===== src/rtl/maze_walker.sv =====
// maze_walker: wall-following explorer over a ROWS x COLS grid held in an
// external single-port memory. The walker starts at a given cell, follows the
// right-hand or left-hand wall, and writes a visit mark to every cell it
// enters. It stops with done on a border cell. It stops with timeout when it
// hits the step limit or when it is boxed in.
//
// Ports
//   clk, rst                 clock, asynchronous active-high reset
//   start                    launch pulse (ignored while busy)
//   hand_sel                 0 = right-hand rule, 1 = left-hand rule
//   starting_row/col         start cell, latched at start
//   maze_in                  memory read data (1 = wall), valid the cycle after maze_oe
//   row, col                 memory address for the current probe/mark
//   maze_oe, maze_we         read enable / visit-mark write enable
//   done, timeout, busy      run status
//   steps                    moves made in the current run
module maze_walker #(
  parameter int ADDR_W    = 6,
  parameter int ROWS      = 64,
  parameter int COLS      = 64,
  parameter int STEP_W    = 16,
  parameter int MAX_STEPS = (1 << STEP_W) - 1
) (
  input  logic              clk,
  input  logic              rst,
  input  logic              start,
  input  logic              hand_sel,
  input  logic [ADDR_W-1:0] starting_row,
  input  logic [ADDR_W-1:0] starting_col,
  input  logic              maze_in,
  output logic [ADDR_W-1:0] row,
  output logic [ADDR_W-1:0] col,
  output logic              maze_oe,
  output logic              maze_we,
  output logic              done,
  output logic              timeout,
  output logic              busy,
  output logic [STEP_W-1:0] steps
);

  typedef enum logic [2:0] {
    S_IDLE, S_MARK, S_RD_SIDE, S_CHK_SIDE, S_RD_FWD, S_CHK_FWD, S_DONE, S_ABORT
  } state_t;

  // Headings are numbered clockwise, so +1 is a right turn and -1 a left turn.
  localparam logic [1:0] H_UP = 2'd0, H_RIGHT = 2'd1, H_DOWN = 2'd2, H_LEFT = 2'd3;

  localparam logic [ADDR_W-1:0] LAST_ROW = ADDR_W'(ROWS - 1);
  localparam logic [ADDR_W-1:0] LAST_COL = ADDR_W'(COLS - 1);
  localparam logic [STEP_W-1:0] STEP_LIM = STEP_W'(MAX_STEPS);

  state_t            r_state, w_state;
  logic [ADDR_W-1:0] r_prow, r_pcol, w_prow, w_pcol;   // walker position
  logic [1:0]        r_head, w_head;
  logic              r_hand, w_hand;
  logic [STEP_W-1:0] r_steps, w_steps;
  logic [2:0]        r_turns, w_turns;
  logic [ADDR_W-1:0] r_row, r_col, w_row, w_col;        // registered memory address

  // Neighbour of (r,c) in direction h.
  function automatic logic [2*ADDR_W-1:0] f_nbr(input logic [ADDR_W-1:0] r,
                                                input logic [ADDR_W-1:0] c,
                                                input logic [1:0]        h);
    logic [ADDR_W-1:0] nr, nc;
    nr = r;
    nc = c;
    case (h)
      H_UP:    nr = r - ADDR_W'(1);
      H_RIGHT: nc = c + ADDR_W'(1);
      H_DOWN:  nr = r + ADDR_W'(1);
      default: nc = c - ADDR_W'(1);
    endcase
    return {nr, nc};
  endfunction

  // Direction of the followed wall: right of heading for the right-hand rule.
  function automatic logic [1:0] f_side(input logic [1:0] h, input logic hand);
    return hand ? h - 2'd1 : h + 2'd1;
  endfunction

  logic [1:0]          w_side_dir, w_away_dir;
  logic [2*ADDR_W-1:0] w_side_rc, w_fwd_rc;
  logic [STEP_W-1:0]   w_steps_inc;
  logic                w_at_limit, w_border;

  assign w_side_dir  = f_side(r_head, r_hand);
  assign w_away_dir  = r_hand ? r_head + 2'd1 : r_head - 2'd1;
  assign w_side_rc   = f_nbr(r_prow, r_pcol, w_side_dir);
  assign w_fwd_rc    = f_nbr(r_prow, r_pcol, r_head);
  assign w_steps_inc = r_steps + STEP_W'(1);
  assign w_at_limit  = (w_steps_inc == STEP_LIM);
  assign w_border    = (r_prow == '0) || (r_prow == LAST_ROW) ||
                       (r_pcol == '0) || (r_pcol == LAST_COL);

  always_ff @(posedge clk or posedge rst) begin
    if (rst) begin
      r_state <= S_IDLE;
      r_prow  <= '0;
      r_pcol  <= '0;
      r_head  <= H_UP;
      r_hand  <= 1'b0;
      r_steps <= '0;
      r_turns <= '0;
      r_row   <= '0;
      r_col   <= '0;
      maze_oe <= 1'b0;
      maze_we <= 1'b0;
      done    <= 1'b0;
      timeout <= 1'b0;
      busy    <= 1'b0;
    end else begin
      r_state <= w_state;
      r_prow  <= w_prow;
      r_pcol  <= w_pcol;
      r_head  <= w_head;
      r_hand  <= w_hand;
      r_steps <= w_steps;
      r_turns <= w_turns;
      r_row   <= w_row;
      r_col   <= w_col;
      // Strobes and flags are decoded from the next state so they line up
      // with the state they belong to while still leaving a flop.
      maze_oe <= (w_state == S_RD_SIDE) || (w_state == S_RD_FWD);
      maze_we <= (w_state == S_MARK);
      done    <= (w_state == S_DONE);
      timeout <= (w_state == S_ABORT);
      busy    <= !((w_state == S_IDLE) || (w_state == S_DONE) || (w_state == S_ABORT));
    end
  end

  always_comb begin
    w_state = r_state;
    w_prow  = r_prow;
    w_pcol  = r_pcol;
    w_head  = r_head;
    w_hand  = r_hand;
    w_steps = r_steps;
    w_turns = r_turns;
    case (r_state)
      S_IDLE, S_DONE, S_ABORT: begin
        if (start) begin
          w_prow  = starting_row;
          w_pcol  = starting_col;
          w_head  = H_UP;
          w_hand  = hand_sel;
          w_steps = '0;
          w_turns = '0;
          w_state = S_MARK;
        end
      end
      S_MARK:    w_state = w_border ? S_DONE : S_RD_SIDE;
      S_RD_SIDE: w_state = S_CHK_SIDE;
      S_CHK_SIDE: begin
        if (!maze_in) begin
          {w_prow, w_pcol} = w_side_rc;
          w_head  = w_side_dir;
          w_steps = w_steps_inc;
          w_turns = '0;
          w_state = w_at_limit ? S_ABORT : S_MARK;
        end else begin
          w_state = S_RD_FWD;
        end
      end
      S_RD_FWD: w_state = S_CHK_FWD;
      S_CHK_FWD: begin
        if (!maze_in) begin
          {w_prow, w_pcol} = w_fwd_rc;
          w_steps = w_steps_inc;
          w_turns = '0;
          w_state = w_at_limit ? S_ABORT : S_MARK;
        end else begin
          // Side and front blocked: turn away from the wall. A fourth turn in a
          // row means every neighbour has been probed as a wall.
          w_head  = w_away_dir;
          w_turns = r_turns + 3'd1;
          w_state = (r_turns == 3'd3) ? S_ABORT : S_RD_SIDE;
        end
      end
      default: w_state = S_IDLE;
    endcase
  end

  // Address for the next cycle, computed from the next position/heading so it
  // is valid in the same cycle as the strobe.
  logic [2*ADDR_W-1:0] w_nside_rc, w_nfwd_rc;
  assign w_nside_rc = f_nbr(w_prow, w_pcol, f_side(w_head, w_hand));
  assign w_nfwd_rc  = f_nbr(w_prow, w_pcol, w_head);

  always_comb begin
    w_row = r_row;
    w_col = r_col;
    case (w_state)
      S_MARK:    {w_row, w_col} = {w_prow, w_pcol};
      S_RD_SIDE: {w_row, w_col} = w_nside_rc;
      S_RD_FWD:  {w_row, w_col} = w_nfwd_rc;
      default: ;
    endcase
  end

  assign row   = r_row;
  assign col   = r_col;
  assign steps = r_steps;

endmodule


===== config.mk =====
export PLATFORM = sky130hd
export DESIGN_NAME = maze_walker
export DESIGN_NICKNAME = d
export VERILOG_FILES = /design/src/rtl/maze_walker.sv
export SDC_FILE = /design/constraint.sdc
export NUM_CORES = 1
export LEC_CHECK = 0
export ABC_AREA = 1
export CAP_MARGIN = 20
export CORE_MARGIN = 2
export CORE_UTILIZATION = 30
export CTS_CLUSTER_DIAMETER = 60
export CTS_CLUSTER_SIZE = 24
export DETAILED_ROUTE_END_ITERATION = 10
export PLACE_DENSITY_LB_ADDON = 0.25
export SLEW_MARGIN = 0
export SYNTH_ARGS = -nofsm -noshare
export SYNTH_HDL_FRONTEND = slang
export SYNTH_SLANG_ARGS = --single-unit
export TNS_END_PERCENT = 50

===== constraint.sdc =====
create_clock -name clk -period 7.8 [get_ports clk]
set_input_delay 0.78 -clock clk [delete_from_list [all_inputs] [get_ports clk]]
set_output_delay 0.78 -clock clk [all_outputs]
set_load 0.02 [all_outputs]

Yosys cells after proc, flatten, opt, wreduce, memory -nomap -nowiden:

Cells that the tools add are included.

* logic and storage cells: 122
* register bits: 54
* bits in read-only memories: 0
* bits in writable memories: 0
* memories: 0
* latch bits: 0
* output and inout port bits: 33

* add/subtract/negate cells: 14
* magnitude comparators: 0
* shift-type cells: 0
* $mul: 0
* div/mod/pow operators: 0
* muxes and demuxes: 41
* reductions and logical operators: 26
* bitwise logic cells: 0
* equality and inequality tests: 27

Operator list (number)
* $pmux 6 s2: 8
* $pmux 6 s3: 4
* $mux 6: 6
* $mux 16: 2
* $pmux 16 s2: 1
* $mux 3: 9
* $add 6x1->6 const B: 4
* $sub 6x1->6 const B: 4
* $eq 3x3->1 const B: 7
* $pmux 3 s6: 1
* $add 16x1->16 const B: 1
* $eq 16x16->1 const B: 1
* $eq 3x2->1 const B: 4
* $eq 6x6->1 const B: 2
* $logic_not 6->1: 2
* $mux 2: 6
* $reduce_or 2->1: 5
* $pmux 3 s3: 1
* $eq 2x1->1 const B: 4
* $eq 2x2->1 const B: 4
* $logic_not 2->1: 4
* $eq 3x1->1 const B: 2
* $logic_not 3->1: 2
* $logic_or 1x1->1: 6
* other kinds (11): 18

Logic depth before layout (Yosys ltp):

Gate-level depths: netlist (run 1).

* depth after elaboration: 10
* mapped depth: 25
* depth with buffers taken out: 24

Least setup slack after synthesis (run 1):

No wires, ideal clock.

* path type: register to register
* start: register r_head[0]
* end: register r_col[1], in the netlist col[1]
* arrival: 2.988 ns
* path buffers: 1
* path slack: 4.699 ns
* data required time: 7.687 ns
* cell stages (with the launch flop): 21
* cells stage by stage: dfrtp_1 -> inv_1 -> buf_2 -> ha_1 -> inv_1 -> nand2_1 -> nand2_2 -> nand2_1 -> o21ai_0 -> nand2_1 -> a21oi_1 -> inv_1 -> ha_1 -> nor2_1 -> inv_1 -> a221oi_1 -> a211oi_1 -> a21oi_1 -> nand2_1 -> nand2_1 -> inv_1

* cells in the longest elaborated chain, start to end: 10

Ends and longest elaborated chain
* from (decl): line 54 `logic [1:0] r_head, w_head;`
* from (signal assigned): line 115 `r_head <= w_head;`
* $sub 2x1->2 or $add 2x1->2 (tied branches): line 78, 87
* $mux 2 (on tied branches): line 87, 78
* $mux 2 (on tied branches): line 166, 154
* $pmux 2 s3 (*): line 139 `case (r_state)`
* net w_head[1]: line 54
* $add 2x1->2 or $sub 2x1->2 (tied branches): line 78 `return hand ? h - 2'd1 : h + 2'd1;`
* $mux 2: line 78
* $eq 2x2->1 or $logic_not 2->1 (tied branches): line 67 `case (h)`
* $reduce_or 2->1 (no line)
* $pmux 6 s2: line 67
* $pmux 6 s3 (*): line 192 `case (w_state)`
* to (signal assigned): line 120 `r_col <= w_col;`
* to (decl): line 58 `logic [ADDR_W-1:0] r_row, r_col, w_row, w_col;`

The timed path passes the listed nets; every way through them passes the cells marked *.
A chain may end at the register's enable or synchronous reset.

Final worst setup path (run 1):

* start: input port maze_in
* end: register r_col[1], in the netlist col[1]

* cells in the longest elaborated chain, start to end: 8

Ends and longest elaborated chain
* from (decl): line 30 `input logic maze_in,`
* $mux 2 (on tied branches): line 166, 154
* $pmux 2 s3: line 139
* $add 2x1->2 or $sub 2x1->2 (tied branches): line 78
* $mux 2: line 78
* $eq 2x2->1 or $logic_not 2->1 (tied branches): line 67
* $reduce_or 2->1 (no line)
* $pmux 6 s2: line 67
* $pmux 6 s3: line 192

Several ways; a longest one is shown, not always the timed one.

==> metrics.yaml, run 1 <==
logic_synthesis:
  synthesis.area_sq_um: 5552
  synthTopCellsByArea: "dfrtp_1 24%, nand2_1 22%, nand3_1 8.6%"
  synth_top_area_share_pct: 24.34
  synthDistinctLibCells: 37
  synthArstFlopShare_pct: 100.0
  ys.flop_type: "dfrtp_1"
  yosysWarningCount: 0
  synth_nets: 977
  syn_area_per_cell_sq_um: 5.919
  synthCells: 938
  yosysTopAreaCell: "dfrtp_1"
  ys_ff_latch: 54
  synth_edf_count: 0
  ys_seq_area_share_pct: 24.34
placement:
  gp_congestion: 0.8851
  pre_cts_ws_ns: 3.315
  port_buffers: 49
  placed_area_sq_um: 6210
  place_hpwl_um: 13090
route:
  vias: 5886
  initialDrtViolationCount: 313
  drc: 4
  first_pass_iters: 11
  ant_nets: 0
  avgRoutedWirePerCell_um: 14.05
  finalWirelength_um: 16920
  via_per_inst: 4.889
critical_path:
  critPathKind: "in2reg"
  critPathLaunchType: "primary input"
  cp-end-kind: "flop"
  critPathMostFrequentCell: "nand2_1"
  cp.depth: 18
  arrival_ns: 4.42
  slowest_delay_ns: 0.64
  critPathBufInv: 6
  path_cells: "clkdlybuf4s50_1 > inv_2 > nand2_1 > inv_1 > nor2_1 > nand2_1 > o21ai_1 > o21ai_2 > inv_2 > ha_1 > nor2_1 > inv_1 > a221oi_1 > a211oi_1 > a21oi_1 > nand2_1 > nand2_1 > inv_1"
  slowest_stage: "clkdlybuf4s50_1"
  cpLargestDelayFamily: "buffers and inverters"
  cp.required_ns: 8.00
  path_max_fanout: 17
  r2r_cells: 18
floorplanning:
  ios: 50
  die_x_um: 140.0
  chipHeight_um: 140.0
  start_util_pct: 30.70
  core_region_area_sq_um: 18090
  fp-row-count: 49
  die_area_sq_um: 19610
global_route:
  grt-ovfl-total: 0
  track_usage_pct: 17.56
  grt_pass1_wl_um: 28320
  first_global_vias: 5758
  grt_start_max_net_pins: 55
  antenna_found_initial: 0
timing:
  grt_setup_unrepaired: "false"
  worst_pin_slew_ns: 0.8208
  slew_headroom_pct: 45.08
  setup_slack_ns: 3.574
  setup_viol: 0
  finalMaxSlewViolations: 0
  max_freq_mhz: 236.6
  skew_ns: 0.01537
  hold_viol: 0
  fin_crit_ns: 4.226
  fin_setup_tns_ns: 0
  period_share_pct: 54.18
layout:
  final_area_sq_um: 6371
  drive_above_1_share_pct: 8.205
  nets: 1013
  antenna_cells: 0
  final_core_util_pct: 35.23
  synthToLayoutAreaGrowth_pct: 14.76
run:
  drv_cap: 0
clocking:
  clkLatencyLatePin_ns: 0.30
  ctsResizeCount: 0
  clock_path_buffers: 2
  cts_made_buffers: 5
  cts-root-buf: "clkbuf_16"
  postCtsSetupRepairBufs: 0
  h-tree-depth: 2
  ctsHoldBuffers: 0
  cts.sinks: 54
  cts_tree: "yes"
  cts.clk_slew.worst_paths_ns: 0.07
worst_hold_path:
  holdCritPathClass: "reg2reg"
  whs_path_depth: 2
status:
  violations: "DRC"
  status: "finished with violations"
## synthesized netlist by cell type, types with 2 or more instances
cell        n
o22ai_1    16
dfrtp_1    54
o21ai_2     4
buf_6       4
o21ai_1     8
buf_4       2
nand3_1    95
o21ai_0    28
a31oi_1     2
nand2_1   330
nand3_2     9
a21boi_1    2
xor2_1      6
nand2_2    13
nand3_4     3
buf_2       8
a21oi_1    39
inv_1     117
inv_2      15
clkbuf_1    6
nand4_1    21
nor2_1     98
nand2_4     5
nor2_4      6
clkinv_1    3
nor2_2     12
ha_1       22
## placed cells by master (no fill, tap or decap), drive strengths merged
cell           instances
a221oi                 1
nand2                348
nor2                 116
or2                    2
nand4                 21
xor2                   6
clkdlybuf4s50         49
xnor2                  1
o21a                   1
nand3                107
inv                  133
clkinv                 5
o22ai                 16
buf                    1
a21boi                 2
o21ai                 40
ha                    22
a21oi                 39
clkbuf                 7
dfrtp                 54
a31oi                  2
a211oi                 1
nor3                   1
## area by class of cell
| cell class | instances | area [sq um] |
|---|---|---|
| timing repair buffer | 50 | 498.0 |
| tap | 229 | 286.5 |
| fill | 2020 | 11720 |
| multi-input combinational | 726 | 3552 |
| clock inverter | 1 | 8.758 |
| sequential | 54 | 1351 |
| clock buffer | 7 | 152.6 |
| inverter | 137 | 521.8 |
## tightest hold or removal path, delay by kind of cell, from the launching register on
family | cells | cell delay [ns]
AND/OR/NAND/NOR | 2 | 0.11
flip-flops | 1 | 0.36
## stage by stage
stage	cells	hold WS, ns
finish	1204	0.4980
global placement	1196	0.4809
CTS	1204	0.5085
detailed placement	1196	0.4872
floorplan	938	0.4578
global route	1204	0.5274
## per-layer routing
layer,track usage [%],vias to the layer above,wire [um]
li1,-,3051,-
met1,22.40,2642,7606
met2,30.75,158,8222
met3,2.359,35,675
met4,5.742,0,414
met5,0,-,0
## kinds of logic (layout without fill, tap and decap cells)
| logic type | after synthesis | after routing | share of synthesized area (%) |
|---|---|---|---|
| compound gates | 102 | 102 | 10.12 |
| xor+xnor | 7 | 7 | 1.104 |
| fa+ha+maj | 22 | 22 | 4.958 |
| buf+inv | 158 | 195 | 11.67 |
| flops | 54 | 54 | 24.34 |
| simple gates | 595 | 595 | 47.80 |
## registers in the layout, summed over array words and instances (netlist names)
| register | count |
|---|---|
| r_pcol | 6 |
| maze_we | 1 |
| col | 6 |
| r_prow | 6 |
| done | 1 |
| r_turns | 3 |
| busy | 1 |
| r_head | 2 |
| steps | 16 |
| timeout | 1 |
| maze_oe | 1 |
| row | 6 |
| r_hand | 1 |
| r_state | 3 |
## worst paths after layout
kind                            startpoint        end  slack, ns
worst max-delay path               maze_in     col[1]       3.57
worst min-delay path                col[4]     col[4]       0.50
worst max register to register   r_head[0]     col[1]       3.67
worst min register to register      col[4]     col[4]       0.50
max in group asynchronous              rst  r_prow[0]       6.31
min in group asynchronous              rst       done       1.01
Power of run 1 is left out: the tool's default activity adds up to more than one toggle a clock period on the data nets, which glitch-free logic cannot reach.
==> inputs of run 2 (changes only) <==
==> constraint.sdc (replaced) <==
create_clock -name clk -period 3.5 [get_ports clk]
set_input_delay 0.35 -clock clk [delete_from_list [all_inputs] [get_ports clk]]
set_output_delay 0.35 -clock clk [all_outputs]
set_load 0.02 [all_outputs]
==> metrics.yaml, run 2 (synthesized netlist as in run 1, its figures left out) <==
floorplanning:
  core_region_area_sq_um: 18090  # unchanged
  die_area_sq_um: 19610  # unchanged
  die_x_um: 140.0  # unchanged
  ios: 50  # unchanged
  start_util_pct: 30.70  # unchanged
  fp-row-count: 49  # unchanged
  chipHeight_um: 140.0  # unchanged
global_route:
  track_usage_pct: 17.96  # +0.40 points
  grt_pass1_wl_um: 28660  # +1.2%
  grt-ovfl-total: 0  # unchanged
  grt_start_max_net_pins: 39  # -29%
  first_global_vias: 5779  # +0.36%
  antenna_found_initial: 0  # unchanged
layout:
  nets: 1029  # +1.6%
  final_area_sq_um: 6533  # +2.5%
  drive_above_1_share_pct: 9.788  # +1.6 points
  synthToLayoutAreaGrowth_pct: 17.67
  mostFrequentLayoutCells: "330 x nand2_1, 116 x inv_1, 98 x nor2_1"
  antenna_cells: 0  # unchanged
  stdcell_count: 1220  # +1.3%
  final_common_cell: "nand2_1"
  largest_reg_flops: 16  # unchanged
clocking:
  cts_tree: "yes"
  cts_made_buffers: 5  # unchanged
  cts.clk_slew.worst_paths_ns: 0.07  # about the same
  cts.sinks: 54  # unchanged
  h-tree-depth: 2  # unchanged
  clock_path_buffers: 2  # unchanged
  cts-root-buf: "clkbuf_16"
  clkLatencyLatePin_ns: 0.31  # about the same
run:
  drv_cap: 0  # unchanged
route:
  vias: 6003  # +2.0%
  avgRoutedWirePerCell_um: 14.19  # +1.0%
  finalWirelength_um: 17320  # +2.4%
  via_per_inst: 4.920  # +0.65%
  drc: 4  # unchanged
  initialDrtViolationCount: 309  # -1.3%
  first_pass_iters: 10  # -1
  ant_nets: 0  # unchanged
placement:
  dpl.cell_count: 1212  # +1.3%
  port_buffers: 49  # unchanged
  gp_congestion: 0.8643  # -2.4%
  place_hpwl_um: 13400  # +2.4%
  placed_area_sq_um: 6330  # +1.9%
status:
  status: "finished with violations"
  violations: "DRC"
critical_path:
  cp.required_ns: 3.70  # -4.30 ns
  cp-end-kind: "flop"
  critPathLaunchType: "flop"
  rrSetupSlack_ns: 0.43  # -3.24 ns
  critPathKind: "reg2reg"
  critPathCapture: "col[4]"
  path_max_fanout: 9  # -8
  r2r_start: "r_head[1]"
  r2r_end: "col[4]"
  arrival_ns: 3.27  # -1.15 ns
  r2r_cells: 22  # +4
  cp-startpoint: "r_head[1]"
timing:
  hold_viol: 0  # unchanged
  slew_headroom_pct: 56.95  # +12 points
  skew_ns: 0.009038  # -0.006329 ns
  finalMaxSlewViolations: 0  # unchanged
  fin_crit_ns: 3.068
  fin_setup_tns_ns: 0  # unchanged
  max_freq_mhz: 325.9
  worst_pin_slew_ns: 0.6433  # -0.1775 ns
  setup_viol: 0  # unchanged
  grt_setup_unrepaired: "false"
  period_share_pct: 87.67
worst_hold_path:
  holdCritPathClass: "in2async"
run 2: cell count changes in the layout (fill, tap and decap cells not counted), sizes merged:
cell | before | now
buf | 1 | 17
bufinv | 0 | 2
clkinv | 5 | 4
clkbuf | 7 | 6
run 2: worst min-delay path by stage:
stage | startpoint | endpoint
2_1_floorplan | r_turns[0] | r_turns[0]
3_3_place_gp | col[4] | col[4]
3_5_place_dp | col[4] | col[4]
4_1_cts | rst | done
5_1_grt | rst | timeout
6_report | rst | timeout
run 2: cell type report:
| cell class | instances | area (sq um) |
|---|---|---|
| multi-input combinational | 726 | 3556 |
| inverter | 137 | 521.8 |
| fill | 2025 | 11550 |
| clock inverter | 2 | 60.06 |
| timing repair buffer | 66 | 618.1 |
| clock buffer | 6 | 138.9 |
| sequential | 54 | 1351 |
| tap | 229 | 286.5 |
run 2: worst max-delay path, cell delays in order, from the launching register on:
cell and delay, ns:
dfrtp_1 0.38, inv_1 0.07, ha_1 0.32, inv_1 0.06
nand2_1 0.08, nand2_2 0.15, o21ai_0 0.20, nand2_1 0.08
a21oi_2 0.18, inv_1 0.10, ha_1 0.28, inv_1 0.04
or2_1 0.25, nand2_2 0.12, nand2_2 0.08, inv_2 0.08
nand3_1 0.08, nand2_1 0.07, nor2_1 0.04, a21oi_1 0.13
nand2_1 0.06, nand2_1 0.05, nand2_1 0.05
run 2: per-layer routing:
metal / part of all wire [%] / wire length, um / global-route usage [%]
met5: 0 / 0 / 0
met1: 45 / 7723 / 22.79
met4: 2.0 / 354 / 5.901
met3: 4.0 / 684 / 2.188
met2: 49 / 8554 / 31.73
run 2: what timing repair did:
item | in CTS | in global routing
endpoints found under the hold margin | 0 | 0
setup buffers | 0 | 0
resized for setup | 0 | 1
endpoints found under the setup margin | 0 | 4
hold buffers | 0 | 0
run 2: stage by stage:
stage	hold slack [ns]	utilization, %	setup slack [ns]
floorplan	0.4578	-	0.3995
global placement	0.4761	35.00	0.3358
detailed placement	0.4734	35.00	0.2738
CTS	0.3608	36.10	0.3534
global route	0.3966	36.12	0.05660
finish	0.3481	36.12	0.4315
Power of run 2 is left out for the same reason.
==> inputs of run 3 (changes only) <==
--- a/config.mk
+++ b/config.mk
@@ -8,7 +8,7 @@
 export ABC_AREA = 1
 export CAP_MARGIN = 20
 export CORE_MARGIN = 2
-export CORE_UTILIZATION = 30
+export CORE_UTILIZATION = 54
 export CTS_CLUSTER_DIAMETER = 60
 export CTS_CLUSTER_SIZE = 24
 export DETAILED_ROUTE_END_ITERATION = 10
==> metrics.yaml, run 3 (synthesized netlist as in run 1, its figures left out) <==
timing:
  slew_headroom_pct: 66.33  # +9.4 points
  fin_crit_ns: 3.185  # +0.1167 ns
  worst_pin_slew_ns: 0.5044  # -0.1390 ns
  hold_viol: 0  # unchanged
  period_share_pct: 91.01  # +3.3 points
  fin_setup_tns_ns: 0  # unchanged
  finalMaxSlewViolations: 0  # unchanged
  max_freq_mhz: 314.0  # -3.7%
  setup_viol: 0  # unchanged
  setup_slack_ns: 0.3148  # -0.1167 ns
  skew_ns: 0.01255  # +0.003515 ns
clocking:
  clkLatencyLatePin_ns: 0.32  # about the same
  cts-root-buf: "clkbuf_8"
  cts_made_buffers: 5  # unchanged
  clock_path_buffers: 2  # unchanged
  h-tree-depth: 2  # unchanged
  cts.clk_slew.worst_paths_ns: 0.11  # +0.04 ns
  cts_tree: "yes"
  cts.sinks: 54  # unchanged
  ctsHoldBuffers: 0  # unchanged
route:
  via_per_inst: 5.327  # +8.3%
  ant_nets: 0  # unchanged
  initialDrtViolationCount: 343  # +11%
  vias: 5998  # -0.083%
  drc: 0  # -4
  avgRoutedWirePerCell_um: 13.33  # -6.1%
  finalWirelength_um: 15010  # -13%
  first_pass_iters: 5  # -5
global_route:
  use_met2_pct: 46.68  # +15 points
  track_usage_pct: 28.12  # +10 points
  grt_start_max_net_pins: 31  # -21%
  grt_pass1_wl_um: 25850  # -9.8%
  first_global_vias: 5487  # -5.1%
  antenna_found_initial: 0  # unchanged
  grt-ovfl-total: 0  # unchanged
  grt_use_met3_pct: 3.463  # +1.3 points
  grt_use_met1_pct: 38.60  # +16 points
  grt_busiest_layer: "met2"
layout:
  multi_input_area_sq_um: 3556  # unchanged
  final_area_sq_um: 6322  # -3.2%
  regArea_sq_um: 1351  # unchanged
  nets: 1028  # -0.097%
  mostFrequentLayoutCells: "330 x nand2_1, 116 x inv_1, 98 x nor2_1"
  largest_reg_flops: 16  # unchanged
  final_common_cell: "nand2_1"
  drive_above_1_share_pct: 9.697  # -0.091 points
  nFillCells: 1000  # -51%
  synthToLayoutAreaGrowth_pct: 13.88
  antenna_cells: 0  # unchanged
  final_core_util_pct: 62.36  # +26 points
critical_path:
  critPathLaunchType: "flop"
  cp.required_ns: 3.72  # +0.02 ns
  critPathKind: "reg2reg"
  rrSetupSlack_ns: 0.31  # -0.12 ns
  path_max_fanout: 9  # unchanged
  arrival_ns: 3.40  # +0.13 ns
  cp-end-kind: "flop"
placement:
  gp_congestion: 1.025  # +19%
  pre_cts_ws_ns: 0.3072  # +0.03339 ns
  port_buffers: 49  # unchanged
  placed_area_sq_um: 6206  # -2.0%
  place_hpwl_um: 11690  # -13%
floorplanning:
  core_region_area_sq_um: 10140  # -44%
  chipHeight_um: 105.4  # -25%
  die_area_sq_um: 11110  # -43%
  ios: 50  # unchanged
  start_util_pct: 54.76  # +24 points
  fp-row-count: 37  # -24%
  die_x_um: 105.4  # -25%
worst_hold_path:
  holdCritPathClass: "in2async"
run:
  drv_cap: 0  # unchanged
status:
  status: "complete, no violations"
## run 3: cell count changes in the layout (fill, tap and decap cells not counted), sizes merged
cell,change
bufinv,-1
inv,+1
clkbuf,-1
clkinv,+1
buf,-1
## run 3: layout make-up
cell class / instances / area share (%)
clock buffer: 5 / 1.088
clock inverter: 3 / 0.6927
inverter: 137 / 8.253
multi-input combinational: 726 / 56.24
sequential: 54 / 21.37
tap: 136 / 2.691
timing repair buffer: 65 / 9.658
## run 3: final timing paths
check / startpoint / end / cells past startpoint
max: r_pcol[0] / col[4] / 18
min: rst / maze_oe / 2
max reg2reg: r_pcol[0] / col[4] / 18
min reg2reg: row[5] / row[5] / 2
max in group asynchronous: rst / r_prow[1] / 3
min in group clk: row[5] / row[5] / 2
## run 3: timing repair
action,in CTS,in global routing
setup endpoints to repair,0,6
endpoints found under the hold margin,0,0
setup buffers,0,0
gates resized for setup,0,1
## run 3: stage by stage
stage,hold slack (ns),instances
finish,0.3813,1126
global route,0.4567,1126
CTS,0.4009,1126
detailed placement,0.4855,1118
global placement,0.4840,1118
floorplan,0.4578,938
## run 3: per-layer routing
layer  up-vias  wire length [um]
met4         0               215
li1       3078                 -
met1      2692              6932
met2       205              6963
met5         -                 0
met3        23               895
## run 3: worst max-delay path, stage by stage (launching register included)
cell	delay (ns)
dfrtp_1	0.48
clkinv_1	0.29
ha_1	0.43
inv_1	0.07
a21oi_1	0.12
nand2_1	0.09
a21oi_1	0.16
nand3_2	0.19
inv_1	0.13
ha_1	0.19
nand4_1	0.15
o21ai_0	0.25
nand3_1	0.10
nand2_1	0.07
nor2_1	0.04
a21oi_1	0.15
nand2_1	0.06
nand2_1	0.05
nand2_1	0.05
Power of run 3 is left out for the same reason.
